$ cat src/rtl/uart_bus_master_pkg.sv
// rtl/uart_bus_master_pkg.sv - command/response byte codes and parser states for the UART bus master.
package uart_bus_master_pkg;

  localparam logic [7:0] CMD_WRITE   = 8'h57;
  localparam logic [7:0] CMD_READ    = 8'h52;
  localparam logic [7:0] RSP_OK      = 8'h4B;
  localparam logic [7:0] RSP_ERR     = 8'h45;
  localparam logic [7:0] RSP_UNKNOWN = 8'h3F;

  typedef enum logic [2:0] {
    S_IDLE,
    S_ADDR,
    S_DATA,
    S_BUS,
    S_RESP
  } state_t;

endpackage

$ cat src/rtl/uart_byte_phy.sv
// rtl/uart_byte_phy.sv - 8N1 byte receiver and transmitter, one bit period = UARTSPED+1 cycles.
module uart_byte_phy #(
  parameter logic [15:0] UARTSPED = 16'd269
) (
  input  logic       clk,
  input  logic       rst_n,
  input  logic       rx,
  output logic       tx,
  output logic [7:0] rx_data,
  output logic       rx_valid,
  output logic       rx_ferr,
  input  logic [7:0] tx_data,
  input  logic       tx_start,
  output logic       tx_busy
);
  localparam logic [15:0] HALF = UARTSPED >> 1;

  logic [1:0]  rx_sync;
  logic        rx_prev, rx_act;
  logic [3:0]  rx_idx;
  logic [15:0] rx_cnt;
  logic [7:0]  rx_sh;
  logic        rx_s;

  logic [8:0]  tx_sh;
  logic [3:0]  tx_idx;
  logic [15:0] tx_cnt;
  logic        tx_act, tx_last;

  assign rx_s    = rx_sync[1];
  assign rx_data = rx_sh;

  // Receiver goes idle at the stop-bit sample so a directly following start bit is seen.
  always_ff @(posedge clk or negedge rst_n) begin
    if (!rst_n) begin
      rx_sync  <= 2'b11;
      rx_prev  <= 1'b1;
      rx_act   <= 1'b0;
      rx_idx   <= '0;
      rx_cnt   <= '0;
      rx_sh    <= '0;
      rx_valid <= 1'b0;
      rx_ferr  <= 1'b0;
    end else begin
      rx_sync  <= {rx_sync[0], rx};
      rx_prev  <= rx_s;
      rx_valid <= 1'b0;
      rx_ferr  <= 1'b0;
      if (!rx_act) begin
        if (rx_prev && !rx_s) begin
          rx_act <= 1'b1;
          rx_cnt <= '0;
          rx_idx <= '0;
        end
      end else begin
        rx_cnt <= (rx_cnt == UARTSPED) ? 16'd0 : rx_cnt + 16'd1;
        if (rx_cnt == UARTSPED) rx_idx <= rx_idx + 4'd1;
        if (rx_cnt == HALF) begin
          if (rx_idx == 4'd0) begin
            if (rx_s) rx_act <= 1'b0;
          end else if (rx_idx <= 4'd8) begin
            rx_sh <= {rx_s, rx_sh[7:1]};
          end else begin
            rx_act   <= 1'b0;
            rx_valid <= rx_s;
            rx_ferr  <= !rx_s;
          end
        end
      end
    end
  end

  // Ready again in the last stop-bit cycle so back-to-back bytes have no idle gap.
  assign tx_last = tx_act && (tx_idx == 4'd9) && (tx_cnt == UARTSPED);
  assign tx_busy = tx_act && !tx_last;

  always_ff @(posedge clk or negedge rst_n) begin
    if (!rst_n) begin
      tx     <= 1'b1;
      tx_act <= 1'b0;
      tx_sh  <= '1;
      tx_idx <= '0;
      tx_cnt <= '0;
    end else if (tx_start && !tx_busy) begin
      tx     <= 1'b0;
      tx_act <= 1'b1;
      tx_sh  <= {1'b1, tx_data};
      tx_idx <= '0;
      tx_cnt <= '0;
    end else if (tx_act) begin
      if (tx_cnt == UARTSPED) begin
        tx_cnt <= '0;
        tx_idx <= tx_idx + 4'd1;
        tx     <= tx_sh[0];
        tx_sh  <= {1'b1, tx_sh[8:1]};
        if (tx_idx == 4'd9) tx_act <= 1'b0;
      end else begin
        tx_cnt <= tx_cnt + 16'd1;
      end
    end
  end

endmodule

$ cat src/rtl/uart_bus_master.sv
// rtl/uart_bus_master.sv - UART command parser issuing single 32-bit bus reads/writes with serial responses.
module uart_bus_master
  import uart_bus_master_pkg::*;
#(
  parameter logic [15:0] UARTSPED = 16'd269,
  parameter logic [15:0] TIMEOUT  = 16'd1023
) (
  input  logic        clk_i,
  input  logic        rst_i,
  input  logic        uartRx_i,
  output logic        uartTx_o,
  output logic        stb_o,
  output logic        we_o,
  output logic [31:0] adr_o,
  output logic [3:0]  sel_o,
  output logic [31:0] dat_o,
  input  logic [31:0] dat_i,
  input  logic        ack_i
);
  state_t      state_q, state_d;
  logic [7:0]  rx_data, tx_data;
  logic        rx_valid, rx_ferr, tx_start, tx_busy, tx_accept;
  logic [1:0]  byte_cnt_q;
  logic [23:0] addr_sh_q;
  logic [15:0] tcnt_q;
  logic [31:0] resp_q;
  logic [2:0]  resp_left_q;
  logic        q_pend_q;
  logic        is_cmd, last_byte, timed_out;

  uart_byte_phy #(.UARTSPED(UARTSPED)) u_phy (
    .clk      (clk_i),
    .rst_n    (rst_i),
    .rx       (uartRx_i),
    .tx       (uartTx_o),
    .rx_data  (rx_data),
    .rx_valid (rx_valid),
    .rx_ferr  (rx_ferr),
    .tx_data  (tx_data),
    .tx_start (tx_start),
    .tx_busy  (tx_busy)
  );

  assign is_cmd    = (rx_data == CMD_WRITE) || (rx_data == CMD_READ);
  assign last_byte = rx_valid && (byte_cnt_q == 2'd3);
  assign timed_out = (tcnt_q == TIMEOUT);
  assign stb_o     = (state_q == S_BUS);
  assign sel_o     = {4{stb_o}};
  assign tx_accept = tx_start && !tx_busy;

  // A pending '?' for an unknown command goes out ahead of any frame response.
  always_comb begin
    state_d  = state_q;
    tx_start = 1'b0;
    tx_data  = resp_q[31:24];
    if (q_pend_q) begin
      tx_start = 1'b1;
      tx_data  = RSP_UNKNOWN;
    end else if (state_q == S_RESP) begin
      tx_start = 1'b1;
    end
    case (state_q)
      S_IDLE: if (rx_valid && is_cmd) state_d = S_ADDR;
      S_ADDR: begin
        if (rx_ferr) state_d = S_IDLE;
        else if (last_byte) state_d = we_o ? S_DATA : S_BUS;
      end
      S_DATA: begin
        if (rx_ferr) state_d = S_IDLE;
        else if (last_byte) state_d = S_BUS;
      end
      S_BUS:  if (ack_i || timed_out) state_d = S_RESP;
      S_RESP: if (tx_accept && !q_pend_q && resp_left_q == 3'd1) state_d = S_IDLE;
      default: state_d = S_IDLE;
    endcase
  end

  always_ff @(posedge clk_i or negedge rst_i) begin
    if (!rst_i) begin
      state_q     <= S_IDLE;
      byte_cnt_q  <= '0;
      addr_sh_q   <= '0;
      tcnt_q      <= '0;
      resp_q      <= '0;
      resp_left_q <= '0;
      q_pend_q    <= 1'b0;
      we_o        <= 1'b0;
      adr_o       <= '0;
      dat_o       <= '0;
    end else begin
      state_q <= state_d;
      tcnt_q  <= stb_o ? tcnt_q + 16'd1 : 16'd0;
      if (q_pend_q && !tx_busy) q_pend_q <= 1'b0;
      case (state_q)
        S_IDLE: begin
          if (rx_valid) begin
            if (is_cmd) begin
              we_o       <= (rx_data == CMD_WRITE);
              byte_cnt_q <= 2'd0;
            end else begin
              q_pend_q <= 1'b1;
            end
          end
        end
        S_ADDR: begin
          if (rx_valid) begin
            byte_cnt_q <= byte_cnt_q + 2'd1;
            addr_sh_q  <= {addr_sh_q[15:0], rx_data};
            if (last_byte) adr_o <= {addr_sh_q, rx_data[7:2], 2'b00};
          end
        end
        S_DATA: begin
          if (rx_valid) begin
            byte_cnt_q <= byte_cnt_q + 2'd1;
            dat_o      <= {dat_o[23:0], rx_data};
          end
        end
        S_BUS: begin
          if (ack_i) begin
            resp_q      <= we_o ? {RSP_OK, 24'h0} : dat_i;
            resp_left_q <= we_o ? 3'd1 : 3'd4;
          end else if (timed_out) begin
            resp_q      <= {RSP_ERR, 24'h0};
            resp_left_q <= 3'd1;
          end
        end
        S_RESP: begin
          if (tx_accept && !q_pend_q) begin
            resp_q      <= {resp_q[23:0], 8'h00};
            resp_left_q <= resp_left_q - 3'd1;
          end
        end
        default: ;
      endcase
    end
  end

endmodule
$ cat config.mk
export PLATFORM = sky130hd
export DESIGN_NAME = uart_bus_master
export DESIGN_NICKNAME = d
export VERILOG_FILES = /design/src/rtl/uart_bus_master_pkg.sv /design/src/rtl/uart_byte_phy.sv /design/src/rtl/uart_bus_master.sv
export SDC_FILE = /design/constraint.sdc
export NUM_CORES = 1
export LEC_CHECK = 0
export CAP_MARGIN = 40
export CORE_MARGIN = 1
export CORE_UTILIZATION = 45
export CTS_CLUSTER_SIZE = 16
export DETAILED_ROUTE_END_ITERATION = 8
export GPL_TIMING_DRIVEN = 1
export PLACE_DENSITY = 0.71
export SYNTH_ARGS = -nofsm -noshare
export SYNTH_HDL_FRONTEND = slang
export SYNTH_SLANG_ARGS = --single-unit
$ cat constraint.sdc
create_clock -name clk_i -period 4.8 [get_ports clk_i]
set_input_delay 0.96 -clock clk_i [delete_from_list [all_inputs] [get_ports clk_i]]
set_output_delay 0.96 -clock clk_i [all_outputs]
set_load 0.05 [all_outputs]
==> reports/summary.txt <==
gr usage total: 17.7%
Final TNS setup: 0 ps
utilization after layout: 55.9%
number of synthesized register bits: 208
max-slew violations: 0
slowest stage cell on the critical path: clkdlybuf4s50_1
met2 global-route usage: 28.6%
CP Buf/Inv Count: 3
crit start category: flip-flop
CTS tree: done
die width: 146 um
worst hold slack: 368 ps
I/O Buffers: 104
IO Count: 107
cell area after layout: 11,400 um^2
worst-skew pair later-pin latency: 510 ps
postcts setup bufs: 0
most crowded layer after global routing: met2
CTS hold repair buffers: 0
cell area power density: 338 nW/um^2
Worst path top cell family by delay: buffers and inverters
Largest stage delay, worst path: 830 ps
core area: 20,400 um^2
register area share after synthesis: 55.6%
placed cells: 1,174
worst r2r src: state_q[0]$_DFFE_PN0P_
Clock Tree Root: clkbuf_16
multiplexer share of the synthesized area: 11.4%
Crit path required time: 3840 ps
Mapped Area: 9380 um^2
CTS resizes: 0
Vias/cell: 5.39
compound-cell area share of the yosys netlist: 9.88%
maximum vdd drop: 224 uV
Max Cap Violations: 0
worst-path cell chain: nand3b_1 > buf_4 > inv_1 > clkdlybuf4s50_1
fillcell total: 1,718
average size of a mapped cell: 11.2 um^2
DRT antenna net count: 0
WS Path Type: reg2out
Period minus WS final: 3510 ps
largest net degree at the start of global routing: 91
Place WS: 1820 ps
Initial DRC Count: 374
# nets final: 978
post-route insts no fill: 1,216
Seq pwr share: 47.5%
final worst-path cycle share: 73.1%
vias in the first global route: 6,318
Sink Count: 208
hold wc startpoint: u_phy.rx_sync[0]$_DFF_PN1_
NetSw: 839 uW
clock skew: 16.1 ps
type of the worst min-delay path: reg2reg
Synthesis Warnings: 0
die area: 21,400 um^2
area share of fa/ha/maj cells after synthesis: 1.73%
Synth Area in Simple Gates: 15.6%
Synth Area in XOR/XNOR: 2.05%
EDFF count, synth: 0
# DRC: 0
switching part of the total: 21.8%
share of post-route cells with drive strength above 1: 17.3%
combinational fraction of design power: 4.3%
Arr. time, crit path: 2550 ps
total number of vias: 6,549
clock network power share: 48.2%
outcome: complete, no violations
Die Height: 146 um
initial antenna violation count: 0
cell count after synthesis: 838
LEAKAGE: 5.14 nW
htree depth: 1
RSZ-0062 raised after global routing: no
Setup crit end kind: primary output
routed length per instance: 15.2 um
Worst Max-Slew Pin Slew: 700 ps
crit-path max FO: 19
# diodes: 0
Final HPWL DP: 11,900 um
dpl cell area: 10,600 um^2
async set-reset flop share out of synthesis: 100%
DR pass1 iterations: 5
Reg clk slew, reported paths: 60 ps
total congestion overflow: 0
min setup slack post-route: 1290 ps
initial core utilization: 46.1%
largest family of logic cells by synthesized area: simple AND/OR/NAND/NOR gates
ys flop type: dfrtp_1
endpoints failing hold: 0
Longest Clk Path Bufs: 3
Crit. Startpoint: state_q[0]$_DFFE_PN0P_
Rel. slew slack: 53.3%
Setup Viol. Count Final: 0
first-pass GRT wire length: 31,400 um
Area Overhead vs Synth: 21.4%
CTS Buf Count: 23
RD Place Congestion: 0.782
met1 Usage GRT: 24.4%
overall power: 3.85 mW
Int Power: 3.01 mW
Max Clk Rate: 285 MHz
Cell variety after synth: 58
grt met3 use: 2.81%
cell row count: 52
routed wire length: 18,500 um
[routing by layer]
layer	up-vias	routed length [um]	part of all wire (%)
li1	3164	-	-
met1	3249	8640	47
met2	103	8890	48
met3	33	562	3.0
met4	0	383	2.1
met5	-	0	0
[kinds of logic (layout without fill, tap and decap cells)]
kind of cell	Yosys count	count (layout)
xor+xnor	22	22
compound gates	142	142
fa+ha+maj	13	13
flops	208	208
mux	95	95
simple gates	292	292
other cells	1	2
buf+inv	65	172
[final timing paths]
kind / endpoint / slack [ps] / cells after the start
worst min register to register: u_phy.rx_sync[1]$_DFF_PN1_ / 370 / 0
worst max register to register: resp_q[21]$_DFFE_PN0P_ / 2250 / 6
max in group asynchronous: adr_o[22]$_DFFE_PN0P_ / 3370 / 2
worst max-delay path: sel_o[0] / 1290 / 4
worst min-delay path: u_phy.rx_sync[1]$_DFF_PN1_ / 370 / 0
min in group asynchronous: resp_q[23]$_DFFE_PN0P_ / 470 / 1
[cell type report]
class / instances / area (um^2) / share of cell area [%]
Tap cell: 270 / 338 / 2.97
Clock inverter: 12 / 169 / 1.48
Timing Repair Buffer: 115 / 1140 / 10.0
Clock buffer: 30 / 642 / 5.63
Sequential cell: 208 / 5220 / 45.8
Multi-Input combinational cell: 566 / 3830 / 33.6
Inverter: 15 / 56.3 / 0.494
[power groups by stage]
| stage | sequential (mW) | combinational, mW | clock, mW |
|---|---|---|---|
| final | 1.83 | 0.166 | 1.86 |
| after floorplan | 1.85 | 0.0871 | 0 |
| after global placement | 1.86 | 0.167 | 0 |
| after detailed placement | 1.86 | 0.170 | 0 |
| after CTS | 1.83 | 0.171 | 1.91 |
| after global routing | 1.83 | 0.194 | 1.98 |
[cells in the final DEF, fill, tap and decap left out, types with 6 or more instances in the layout]
master,count
a21oi_1,11
a221oi_1,16
a31oi_1,14
and3_1,6
buf_4,10
clkbuf_16,23
clkdlybuf4s50_1,103
dfrtp_1,196
dfstp_2,12
ha_1,13
inv_1,15
mux2_1,9
mux2_2,84
nand2_1,90
nand2b_1,7
nand3_1,24
nand4_1,18
nor2_1,92
nor3_1,6
nor4_1,11
o21ai_0,53
o22ai_1,6
o31ai_1,14
xnor2_1,6
xor2_1,16
[sequential cells by signal, indices dropped and copies added, names as in the netlist, 4 cells and up]
register       flops
u_phy.rx_data      8
addr_sh_q         24
u_phy.rx_idx       4
u_phy.tx_sh        8
u_phy.tx_cnt      16
tcnt_q            16
u_phy.rx_cnt      16
resp_q            32
dat_o             32
adr_o             30
u_phy.tx_idx       4
[synth_stat cells (2+ instances only)]
cell type    n  area share [%]
a21oi_1     11            0.59
a221oi_1    16             1.5
a221oi_2     3            0.48
a22oi_1      2            0.16
a31oi_1     14            0.93
a41oi_1      2            0.19
and2_1       5            0.33
and3_1       6            0.40
and3b_1      2            0.19
and4_1       4            0.37
buf_2       19             1.0
buf_4        9            0.72
buf_6        6            0.72
clkbuf_1    16            0.64
dfrtp_1    196              52
dfstp_2     12             3.4
ha_1        13             1.7
inv_1       15            0.60
mux2_1       9             1.1
mux2_2      84              10
mux2i_1      2            0.21
nand2_1     90             3.6
nand2b_1     7            0.47
nand3_1     24             1.3
nand3b_1     4            0.32
nand4_1     18             1.2
nor2_1      93             3.7
nor2b_1      5            0.33
nor3_1       6            0.32
nor3_2       2            0.21
nor4_1      11            0.73
nor4_4       3            0.68
o211ai_1     4            0.32
o21a_1       3            0.24
o21ai_0     53             2.8
o21ai_1      5            0.27
o21ai_2      2            0.19
o22ai_1      6            0.40
o31ai_1     14             1.1
o41ai_1      4            0.37
xnor2_1      6            0.56
xor2_1      16             1.5
No activity file was read; power rests on OpenSTA's default activity.
